<file path="src/rtl/wram_arbiter.sv">
// Work-RAM arbiter: shares one single-port byte-wide BRAM between the console
// (absolute priority, never stalled) and a host DMA engine doing block bursts.
// Ports: console side (cpu_en, con_req/con_write/con_addr/con_wdata -> con_rdata),
//        host burst command (host_start/dir/addr/len/abort -> host_busy/done),
//        host write stream (host_wdata/wvalid/wready), host read stream
//        (host_rdata/rvalid/rready), BRAM side (ram_addr/wdata/wren, ram_q 1-cycle).
module wram_arbiter #(
  parameter int ADDR_W      = 17,
  parameter int RFIFO_DEPTH = 2
) (
  input  logic              clk,
  input  logic              reset,
  input  logic              cpu_en,
  input  logic              con_req,
  input  logic              con_write,
  input  logic [ADDR_W-1:0] con_addr,
  input  logic [7:0]        con_wdata,
  output logic [7:0]        con_rdata,
  input  logic              host_start,
  input  logic              host_dir,
  input  logic [ADDR_W-1:0] host_addr,
  input  logic [ADDR_W:0]   host_len,
  input  logic              host_abort,
  input  logic [7:0]        host_wdata,
  input  logic              host_wvalid,
  output logic              host_wready,
  output logic [7:0]        host_rdata,
  output logic              host_rvalid,
  input  logic              host_rready,
  output logic              host_busy,
  output logic              host_done,
  output logic [ADDR_W-1:0] ram_addr,
  output logic [7:0]        ram_wdata,
  output logic              ram_wren,
  input  logic [7:0]        ram_q
);

  localparam int PW = $clog2(RFIFO_DEPTH);
  localparam logic [PW:0] FIFO_FULL = (PW+1)'(RFIFO_DEPTH);

  typedef enum logic [2:0] {S_IDLE, S_WRITE, S_READ, S_DRAIN, S_DONE} state_t;

  state_t            state_q, state_d;
  logic [ADDR_W-1:0] ptr_q, ptr_d;
  logic [ADDR_W:0]   rem_q, rem_d;
  logic              inflight_q, inflight_d;
  logic [PW:0]       fcnt_q, fcnt_d;
  logic [PW-1:0]     fwr_q, frd_q;
  logic [7:0]        fmem_q [RFIFO_DEPTH];
  logic              con_rd_pend_q;
  logic [7:0]        hold_q;

  logic con_gnt, flush, last, wr_fire, rd_issue, fpush, fpop;

  always_comb begin
    con_gnt    = cpu_en & con_req;
    flush      = host_abort & (state_q != S_IDLE);
    last       = (rem_q == (ADDR_W+1)'(1));
    state_d    = state_q;
    ptr_d      = ptr_q;
    rem_d      = rem_q;
    wr_fire    = 1'b0;
    rd_issue   = 1'b0;
    host_wready = (state_q == S_WRITE) & ~con_gnt;

    case (state_q)
      S_IDLE: begin
        if (host_start) begin
          ptr_d = host_addr;
          rem_d = host_len;
          if (host_len == '0)  state_d = S_DONE;
          else if (host_dir)   state_d = S_READ;
          else                 state_d = S_WRITE;
        end
      end
      S_WRITE: begin
        if (host_wvalid & host_wready) begin
          wr_fire = 1'b1;
          ptr_d   = ptr_q + ADDR_W'(1);
          rem_d   = rem_q - (ADDR_W+1)'(1);
          if (last) state_d = S_DONE;
        end
      end
      S_READ: begin
        // Only issue when the returning byte is guaranteed a FIFO slot,
        // counting the read still in flight from the previous cycle.
        if (~con_gnt && ((fcnt_q + {{PW{1'b0}}, inflight_q}) < FIFO_FULL)) begin
          rd_issue = 1'b1;
          ptr_d    = ptr_q + ADDR_W'(1);
          rem_d    = rem_q - (ADDR_W+1)'(1);
          if (last) state_d = S_DRAIN;
        end
      end
      S_DRAIN: begin
        if (~inflight_q && (fcnt_q == '0)) state_d = S_DONE;
      end
      S_DONE:  state_d = S_IDLE;
      default: state_d = S_IDLE;
    endcase

    if (flush) state_d = S_IDLE;

    inflight_d = rd_issue & ~flush;
    fpush      = inflight_q & ~flush;
    fpop       = (fcnt_q != '0) & host_rready & ~flush;
    fcnt_d     = flush ? '0 : fcnt_q + {{PW{1'b0}}, fpush} - {{PW{1'b0}}, fpop};
  end

  // BRAM port mux: console wins outright; host only sees leftover cycles.
  assign ram_addr  = con_gnt ? con_addr  : ptr_q;
  assign ram_wdata = con_gnt ? con_wdata : (wr_fire ? host_wdata : 8'h00);
  assign ram_wren  = con_gnt ? con_write : wr_fire;

  assign host_rvalid = (fcnt_q != '0);
  assign host_rdata  = host_rvalid ? fmem_q[frd_q] : 8'h00;
  assign host_busy   = (state_q == S_WRITE) | (state_q == S_READ) | (state_q == S_DRAIN);
  assign host_done   = (state_q == S_DONE) & ~host_abort;

  // Read data is live from the BRAM in the cycle after a console read,
  // then held so later host traffic on ram_q cannot disturb it.
  assign con_rdata = con_rd_pend_q ? ram_q : hold_q;

  always_ff @(posedge clk) begin
    if (reset) begin
      state_q       <= S_IDLE;
      ptr_q         <= '0;
      rem_q         <= '0;
      inflight_q    <= 1'b0;
      fcnt_q        <= '0;
      fwr_q         <= '0;
      frd_q         <= '0;
      con_rd_pend_q <= 1'b0;
      hold_q        <= 8'h00;
    end else begin
      state_q    <= state_d;
      ptr_q      <= ptr_d;
      rem_q      <= rem_d;
      inflight_q <= inflight_d;
      fcnt_q     <= fcnt_d;
      if (flush) begin
        fwr_q <= '0;
        frd_q <= '0;
      end else begin
        if (fpush) begin
          fmem_q[fwr_q] <= ram_q;
          fwr_q         <= fwr_q + PW'(1);
        end
        if (fpop) frd_q <= frd_q + PW'(1);
      end
      con_rd_pend_q <= con_gnt & ~con_write;
      if (con_rd_pend_q) hold_q <= ram_q;
    end
  end

endmodule

</file>
<file path="config.mk">
export PLATFORM = sky130hd
export DESIGN_NAME = wram_arbiter
export DESIGN_NICKNAME = d
export VERILOG_FILES = /design/src/rtl/wram_arbiter.sv
export SDC_FILE = /design/constraint.sdc
export NUM_CORES = 1
export LEC_CHECK = 0
export CORE_ASPECT_RATIO = 1.2
export CORE_MARGIN = 2
export CORE_UTILIZATION = 28
export CTS_CLUSTER_SIZE = 12
export DETAILED_ROUTE_END_ITERATION = 7
export PLACE_DENSITY_LB_ADDON = 0.15
export SYNTH_ARGS = -nofsm -noshare
export SYNTH_HDL_FRONTEND = slang
export SYNTH_SLANG_ARGS = --single-unit
</file>
<file path="constraint.sdc">
create_clock -name clk -period 3.85 [get_ports clk]
set_clock_uncertainty 0.1 [all_clocks]
set_input_delay 0.5775 -clock clk [delete_from_list [all_inputs] [get_ports clk]]
set_output_delay 0.5775 -clock clk [all_outputs]
set_load 0.005 [all_outputs]
</file>
# ---- Yosys cells after proc, flatten, opt, wreduce, memory -nomap -nowiden
# Memories as Yosys holds them, arrays and structs flattened. A register that Yosys moved wholly into a read port is not among the register bits.
# Index checks and enable logic that the tools add are counted.
# Widths: inputs -> output; s select.
dict set report totals {
  regBits 52
  ramBits 16
  out_inout_bits 46
  memories 1
}
# name words word_bits read_ports rd_ports_with_merged_regs write_ports line
set mem_list {}
lappend mem_list {fmem_q 2 8 1 1 1 49} ;# logic [7:0] fmem_q [RFIFO_DEPTH];
dict set report classes {
  bitwise_logic 17
  n_reduce_logical 11
  n_mux 33
  n_eq_ne 11
  order_cmp 1
  addsub 7
}
# operator n
set op_table {}
lappend op_table {{$mux 17} 4}
lappend op_table {{$mux 18} 3}
lappend op_table {{$pmux 18 s3} 1}
lappend op_table {{$pmux 17 s3} 1}
lappend op_table {{$mux 8} 4}
lappend op_table {{$mux 3} 7}
lappend op_table {{$eq 18x1->1 const B} 1}
lappend op_table {{$logic_not 18->1} 1}
lappend op_table {{$sub 18x1->18 const B} 1}
lappend op_table {{$add 17x1->17 const B} 1}
lappend op_table {{$pmux 3 s4} 1}
lappend op_table {{$mux 1} 11}
lappend op_table {{$and 1x1->1} 10}
lappend op_table {{$ne 2x2->1 const B} 5}
lappend op_table {{$eq 3x2->1 const B} 2}
lappend op_table {{$reduce_and 6->1} 1}
lappend op_table {{$reduce_bool 3->1} 2}
lappend op_table {{$not 1->1} 5}
lappend op_table {{$add 2x1->2} 2}
lappend op_table {{$reduce_and 4->1} 1}
lappend op_table {{$eq 3x1->1 const B} 1}
lappend op_table {{$eq 3x3->1 const B} 1}
lappend op_table {{$logic_not 3->1} 1}
lappend op_table {{$add 1x1->1 const B} 2}
lappend op_table {{9 further kinds} 11}

# ---- Longest topological paths before layout
# Gate-level depths: netlist of the first run.
dict set report depth {
  ltp_word 8
  depth_mapped 10
  mapped_depth_nobuf 10
}

# ---- Least setup slack after synthesis of the first run
# No wires, ideal clock.
dict set report synth_path {
  path_kind {input to output}
  from {input port cpu_en}
  to {output port ram_wdata[0]}
  path_stages 6
  required_time_ns 3.172
  t_arrival_ns 1.670
  slack_ns 1.503
  cell_sequence {and2_1 -> clkbuf_1 -> nor3_1 -> and2_1 -> clkbuf_1 -> a22o_1}
}
dict set report synth_via {
  elab_chain_cells 8
}
# item line
set synth_lines {}
lappend synth_lines {{from (decl)} 13} ;# input logic cpu_en,
lappend synth_lines {{$and 1x1->1} 56} ;# con_gnt = cpu_en & con_req;
lappend synth_lines {{$not 1->1} 64} ;# host_wready = (state_q == S_WRITE) & ~con_gnt;
lappend synth_lines {{$and 1x1->1} 64}
lappend synth_lines {{named net host_wready} 26} ;# output logic host_wready,
lappend synth_lines {{$and 1x1->1} 77} ;# if (host_wvalid & host_wready) begin
lappend synth_lines {{$mux 1} 77}
lappend synth_lines {{$mux 1} 66} ;# case (state_q)
lappend synth_lines {{$mux 8 (2 in a row)} 111} ;# assign ram_wdata = con_gnt ? con_wdata : (wr_fire ? host_wdata : 8'h00);
lappend synth_lines {{to (decl)} 33} ;# output logic [7:0] ram_wdata,
# The timed path passes the listed nets, and every way through them passes these cells.

# ---- Worst setup path after layout of the first run
dict set report layout_path {
  from {input port cpu_en}
  to {output port ram_wdata[5]}
}
dict set report layout_via {
  elab_chain_cells 8
}
# item line
set layout_lines {}
lappend layout_lines {{$and 1x1->1 *} 56}
lappend layout_lines {{$not 1->1} 64}
lappend layout_lines {{$and 1x1->1} 64}
lappend layout_lines {{$and 1x1->1} 77}
lappend layout_lines {{$mux 1} 77}
lappend layout_lines {{$mux 1} 66}
lappend layout_lines {{$mux 8} 111}
lappend layout_lines {{$mux 8 *} 111}
# Every way passes the cells marked *; elsewhere a longest branch is shown, timed or not.

==> results of run 1 <==
-- kinds of logic (layout without fill, tap and decap cells) --
logic type / Yosys count / count (layout) / share of synthesized area (%)
and+or+nand+nor: 217 / 217 / 26.2
AOI/OAI and AO/OA: 143 / 143 / 23.9
DFF: 69 / 69 / 38.7
buffers and inverters: 41 / 165 / 3.99
muxes: 17 / 17 / 4.53
adders and majority gates: 5 / 5 / 1.57
xor gates and xnor gates: 5 / 5 / 1.10
-- metrics by stage --
step	cells	setup slack, ns
floorplan	497	1.50
global placement	776	0.704
detailed placement	776	0.621
CTS	792	0.615
global route	792	0.482
finish	792	0.629
-- final timing paths --
path	end	cells past startpoint
setup / recovery	ram_wdata[5]	6
hold / removal	rem_q[4]$_SDFFE_PP0P_	2
setup reg to reg	rem_q[3]$_SDFFE_PP0P_	6
hold reg to reg	rem_q[4]$_SDFFE_PP0P_	2
-- worst max-delay path, cell delays in order --
cell and delay [ns]:
sky130_fd_sc_hd__clkdlybuf4s50_1 0.46, sky130_fd_sc_hd__and2_1 0.20, sky130_fd_sc_hd__nor3_1 0.23, sky130_fd_sc_hd__and2_1 0.39, sky130_fd_sc_hd__a22o_1 0.19, sky130_fd_sc_hd__clkdlybuf4s50_1 0.50
-- power groups by stage --
stage | Clock (mW) | Sequential (mW) | Combinational (mW)
2_1_floorplan | 0 | 1.07 | 1.53
3_3_place_gp | 0 | 1.16 | 2.15
3_5_place_dp | 0 | 1.17 | 2.19
4_1_cts | 0.919 | 1.15 | 2.20
5_1_grt | 0.949 | 1.19 | 2.46
6_report | 0.895 | 1.16 | 2.19
-- final cells by class --
cell class / count / share of cell area (%)
Clock inverter: 7 / 1.71
Inverter: 8 / 0.518
Sequential cell: 69 / 26.6
Tap cell: 171 / 3.69
Multi-Input combinational cell: 387 / 39.7
Clock buffer: 9 / 3.89
Timing Repair Buffer: 141 / 23.9
-- Yosys cell counts (9+ instances only) --
| cell | n | area share [%] |
|---|---|---|
| sky130_fd_sc_hd__o21ai_1 | 15 | 1.9 |
| sky130_fd_sc_hd__a21oi_1 | 45 | 5.7 |
| sky130_fd_sc_hd__nor3_1 | 18 | 2.3 |
| sky130_fd_sc_hd__edfxtp_1 | 16 | 12 |
| sky130_fd_sc_hd__nand3_1 | 10 | 1.3 |
| sky130_fd_sc_hd__dfxtp_1 | 53 | 27 |
| sky130_fd_sc_hd__a22o_1 | 9 | 2.0 |
| sky130_fd_sc_hd__nor2_1 | 39 | 3.7 |
| sky130_fd_sc_hd__and2_1 | 14 | 2.2 |
| sky130_fd_sc_hd__clkbuf_1 | 27 | 2.5 |
| sky130_fd_sc_hd__nand2_1 | 91 | 8.6 |
| sky130_fd_sc_hd__a211oi_1 | 13 | 2.5 |
| sky130_fd_sc_hd__mux2i_1 | 9 | 2.3 |
| sky130_fd_sc_hd__o21ai_0 | 13 | 1.6 |
-- per-layer routing --
| layer | track usage [%] | wire [µm] |
|---|---|---|
| met4 | 4.27 | 131 |
| met2 | 28.3 | 6170 |
| met3 | 2.33 | 505 |
| met1 | 21.1 | 5500 |
| met5 | 0 | 0 |
-- state kept, by name, indices dropped and copies added (netlist names), named ones only --
signal / flops
inflight_q: 1
fwr_q: 1
fmem_q: 16
con_rd_pend_q: 1
ptr_q: 17
fcnt_q: 2
hold_q: 8
state_q: 3
rem_q: 18
frd_q: 1
==> flow_summary.ini, run 1 <==
[setup_path]
worst_path_fanout_max = 9
r2r_setup_slack_ns = 1.36
worst_ep_required_ns = 3.17
r2r_start = state_q[1]$_SDFFE_PP0P_
critical_path.endpoint_type = output pin
startpoint_class = input pin
critical_path.startpoint = cpu_en
timing.critical_path.arrival_ns = 2.54
setup.worst_path.class = input pin to output pin

[grt]
grt_first_pass_wirelength_mm = 20.3
antenna_found_initial = 0
pin_count_of_the_biggest_net_entering_global_routing = 52
grt_pass1_vias = 4023
global_route.usage.total_pct = 16.3
gr-total-overflow = 0

[floorplan]
dieWidth_um = 113
die_area_um2 = 15200
placeableCoreArea_um2 = 13800
placement_rows = 47
initial_core_util_pct = 28.8
io_pins = 132
chipHeight_um = 135

[sta]
grt_setup_unrepaired = no
transition_time_of_the_tightest_slew_check_pin_ns = 0.770
fmaxAchievable_mhz = 310
report.final.hold_viol_count = 0
finalSetupViolCount = 0
setup_tns_ns = 0
relSlewSlack_pct = 48.5
slew_viol_final = 0
layout_min_cycle_time_ns = 3.22
finalHoldWorstSlack_ns = 0.389
post-route-period-util_pct = 83.7

[logic_synthesis]
ys_types = 56
synthesis.area_um2 = 3980
synth.avg_cell_area_um2 = 8.01
ys_seq_elements = 69
synthesis.nets = 588
synth_async_sr_flop_share_pct = 0
commonest_register_cell_after_synthesis = sky130_fd_sc_hd__dfxtp_1
yosysWarningCount = 0
ys_seq_area_share_pct = 38.7
synth_edf_count = 16
synth_cells = 497

[finish]
num-nets-final = 707
most_common_cell_after_layout_fill_and_taps_aside = sky130_fd_sc_hd__clkdlybuf4s50_1
num_antenna_cells = 0
multi_input_area_um2 = 2300
most-common-layout-cells = sky130_fd_sc_hd__clkdlybuf4s50_1, sky130_fd_sc_hd__nand2_1, sky130_fd_sc_hd__dfxtp_1
register_area_um2 = 1540
area_delta_synth_final_pct = 45.6
final_layout_size_suffix_gt1_share_pct = 7.09
final_design_area_no_fill_um2 = 5800
finish.utilization_pct = 41.9
final.fill_count = 1409

[route]
drtIter0Drc = 135
detailroute.via_count = 4138
drtAntennaViolNets = 0
drt_drc_violations_left = 0
vias_per_cell = 5.22
drtPass1Iterations = 5
wl_per_cell_um = 15.5
routed_wirelength_mm = 12.3

[power]
power_leakage_nw = 2.16
cell_internal_pwr_mw = 2.45
share_comb_of_total_power_pct = 51.6
total_switching_power_mw = 1.78
clock_power_share_pct = 21.1
seqPwrFrac_pct = 27.3
fin_total_pwr_mw = 4.24
maximum_resistive_drop_on_vdd_mv = 0.460
switching_share_pct = 42.1
power_per_cell_area_nw_per_um2 = 731

[clock_network]
clk_latency_ns = 0.33
postCtsSetupBuffers = 0
cts.hold.buffers_added = 0
cts-root-buf = sky130_fd_sc_hd__clkbuf_16
cts-htree-levels = 3
tritoncts = done
tritoncts_buffer_count = 9
clk_transition_reported_paths_ns = 0.06
cts.sink_count = 69
postCtsResizedCells = 0
cts.path.max_buffers = 2

[run_status]
run_status = finished, final reports clean

[worst_hold_path]
worstHoldStart = rem_q[4]$_SDFFE_PP0P_
worstHoldPathType = flop to flop

[place]
routabilityCongestion = 0.795
detailed_place.area_um2 = 5470
port_buffers = 131
hpwlAfterDp_mm = 9.05

[run]
maxCapViolCount = 0
(Power assumes the default switching activity.)
==> run 2: changes to the inputs <==
clock period = 3 ns   (was 3.85 ns; I/O delays follow)
==> run 2 against run 1 <==
Cell count grew 0.63%; die area is the same; worst setup slack lost 0.48 ns; critical path type unchanged; core utilization grew 0.39 points.
==> flow_summary.ini, run 2 (synthesized netlist as in run 1, its figures left out) <==
[worst_hold_path]
worst_hold_path.endpoint = rem_q[17]$_SDFFE_PP0P_
hold-path-cell-count = 2
worstHoldPathType = flop to flop
worstHoldStart = rem_q[17]$_SDFFE_PP0P_

[route]
drtAntennaViolNets = 0
drtPass1Iterations = 4
vias_per_cell = 5.11
wl_per_cell_um = 15.5
routed_wirelength_mm = 12.4
detailroute.via_count = 4069
drtIter0Drc = 163
drt_drc_violations_left = 0

[setup_path]
timing.critical_path.arrival_ns = 2.30
r2r_start = rem_q[0]$_SDFFE_PP0P_
r2r_end = rem_q[12]$_SDFFE_PP0P_
setup.worst_path.class = input pin to output pin
worst_ep_required_ns = 2.45
critical_path.endpoint_type = output pin
startpoint_class = input pin
r2r_setup_slack_ns = 0.65
worst_path_fanout_max = 9
timing.reg2reg.worst_path_depth = 7

[run]
maxCapViolCount = 0

[sta]
fmaxAchievable_mhz = 351
grt_setup_unrepaired = no
post-route-period-util_pct = 95.1
report.final.hold_viol_count = 0
slew_viol_final = 0
relSlewSlack_pct = 59.5
layout_setup_ws_ns = 0.147
layout_min_cycle_time_ns = 2.85
transition_time_of_the_tightest_slew_check_pin_ns = 0.605
setup_tns_ns = 0
finalHoldWorstSlack_ns = 0.384
finalSetupViolCount = 0

[grt]
global_route.usage.total_pct = 15.9
grt_pass1_vias = 4010
use_met1_pct = 20.2
antenna_found_initial = 0
pin_count_of_the_biggest_net_entering_global_routing = 52
grt_most_used_layer = met2
met2_usage_pct = 28.1
grt_util_met3_pct = 2.11
gr-total-overflow = 0
grt_first_pass_wirelength_mm = 19.8

[finish]
final_layout_size_suffix_gt1_share_pct = 7.99
final_design_area_no_fill_um2 = 5850
area_delta_synth_final_pct = 47.0
most_common_cell_after_layout_fill_and_taps_aside = sky130_fd_sc_hd__clkdlybuf4s50_1
top_regs = rem_q (18), ptr_q (17), fmem_q (16)
most-common-layout-cells = sky130_fd_sc_hd__clkdlybuf4s50_1, sky130_fd_sc_hd__nand2_1, sky130_fd_sc_hd__dfxtp_1
final.fill_count = 1383
largest-register = rem_q
largest_register_ffs = 18
final_cells = 797
num-nets-final = 712
finish.utilization_pct = 42.3
num_antenna_cells = 0

[place]
routabilityCongestion = 0.786
dpl_worst_slack_ns = 0.00317
port_buffers = 131
hpwlAfterDp_mm = 9.15
place_inst = 781
detailed_place.area_um2 = 5550

[clock_network]
cts.sink_count = 69
tritoncts_buffer_count = 9
cts-htree-levels = 3
tritoncts = done
cts.path.max_buffers = 2
clk_transition_reported_paths_ns = 0.06
clk_latency_ns = 0.32
cts-root-buf = sky130_fd_sc_hd__clkbuf_16

[power]
power_per_cell_area_nw_per_um2 = 934
fin_total_pwr_mw = 5.46
power_leakage_nw = 2.18
maximum_resistive_drop_on_vdd_mv = 0.416

[floorplan]
die_area_um2 = 15200
placement_rows = 47
chipHeight_um = 135
io_pins = 132
dieWidth_um = 113
initial_core_util_pct = 28.8
placeableCoreArea_um2 = 13800

[run_status]
run_status = finished, final reports clean
==> run 2: cell types whose count changed in the layout (fill, tap and decap cells not counted) <==
cell                         delta
sky130_fd_sc_hd__clkinvlp_4     +1
sky130_fd_sc_hd__buf_4          +2
sky130_fd_sc_hd__and2_2         +1
sky130_fd_sc_hd__inv_6          -1
sky130_fd_sc_hd__buf_12         +3
sky130_fd_sc_hd__clkinv_4       +1
sky130_fd_sc_hd__bufinv_16      -1
sky130_fd_sc_hd__and2_1         -1
==> run 2: worst max-delay path by stage <==
| stage | start | endpoint | slack [ns] | cells past startpoint |
|---|---|---|---|---|
| 6_report | cpu_en | ram_wdata[7] | 0.15 | 6 |
| 4_1_cts | cpu_en | ram_wdata[7] | 0.11 | 6 |
| 3_5_place_dp | cpu_en | ram_wdata[7] | 0.003 | 6 |
| 5_1_grt | cpu_en | ram_wdata[3] | 0.02 | 6 |
| 3_3_place_gp | cpu_en | ram_wdata[0] | 0.11 | 6 |
| 2_1_floorplan | state_q[0]$_SDFFE_PP0P_ | fmem_q[1][0]$_DFFE_PP_ | 0.69 | 5 |
==> run 2: final cells by class <==
type	count	area, µm²	share of cell area (%)
clock buffer	9	225	3.85
sequential	69	1540	26.3
tap	171	214	3.66
clock inverter	7	76.3	1.30
inverter	8	30.0	0.513
multi-input combinational	387	2300	39.3
timing repair buffer	146	1460	25.0
==> run 2: what timing repair did <==
item,CTS,global route
endpoints found under the setup margin,1,0
buffers inserted,0,0
hold buffers,0,0
gates resized for setup,1,0
==> run 2: report_power, final <==
part | total [mW] | switching [mW] | leakage (nW) | internal, mW
clock | 1.05 | 0.408 | 0.142 | 0.646
sequential | 1.46 | 0.275 | 0.579 | 1.19
combinational | 2.95 | 1.62 | 1.46 | 1.33
total | 5.46 | 2.30 | 2.18 | 3.16
==> run 2: critical path: stages <==
cell and delay [ns]:
sky130_fd_sc_hd__clkdlybuf4s50_1 0.46, sky130_fd_sc_hd__and2_1 0.20, sky130_fd_sc_hd__nor3_1 0.22, sky130_fd_sc_hd__and2_2 0.31
sky130_fd_sc_hd__a22o_1 0.16, sky130_fd_sc_hd__clkdlybuf4s50_1 0.50
==> run 2: metal layers <==
metal / share of wire (%) / vias up / routed length (µm)
met1: 45 / 1907 / 5580
met3: 4.0 / 13 / 495
li1: - / 2055 / -
met4: 1.1 / 0 / 136
met2: 50 / 94 / 6140
met5: 0 / - / 0
==> run 3: changes to the inputs <==
TNS_END_PERCENT = 100   (was default)
==> results of run 3 <==
No change in the layout: final DEF, timing and power equal those of run 2.
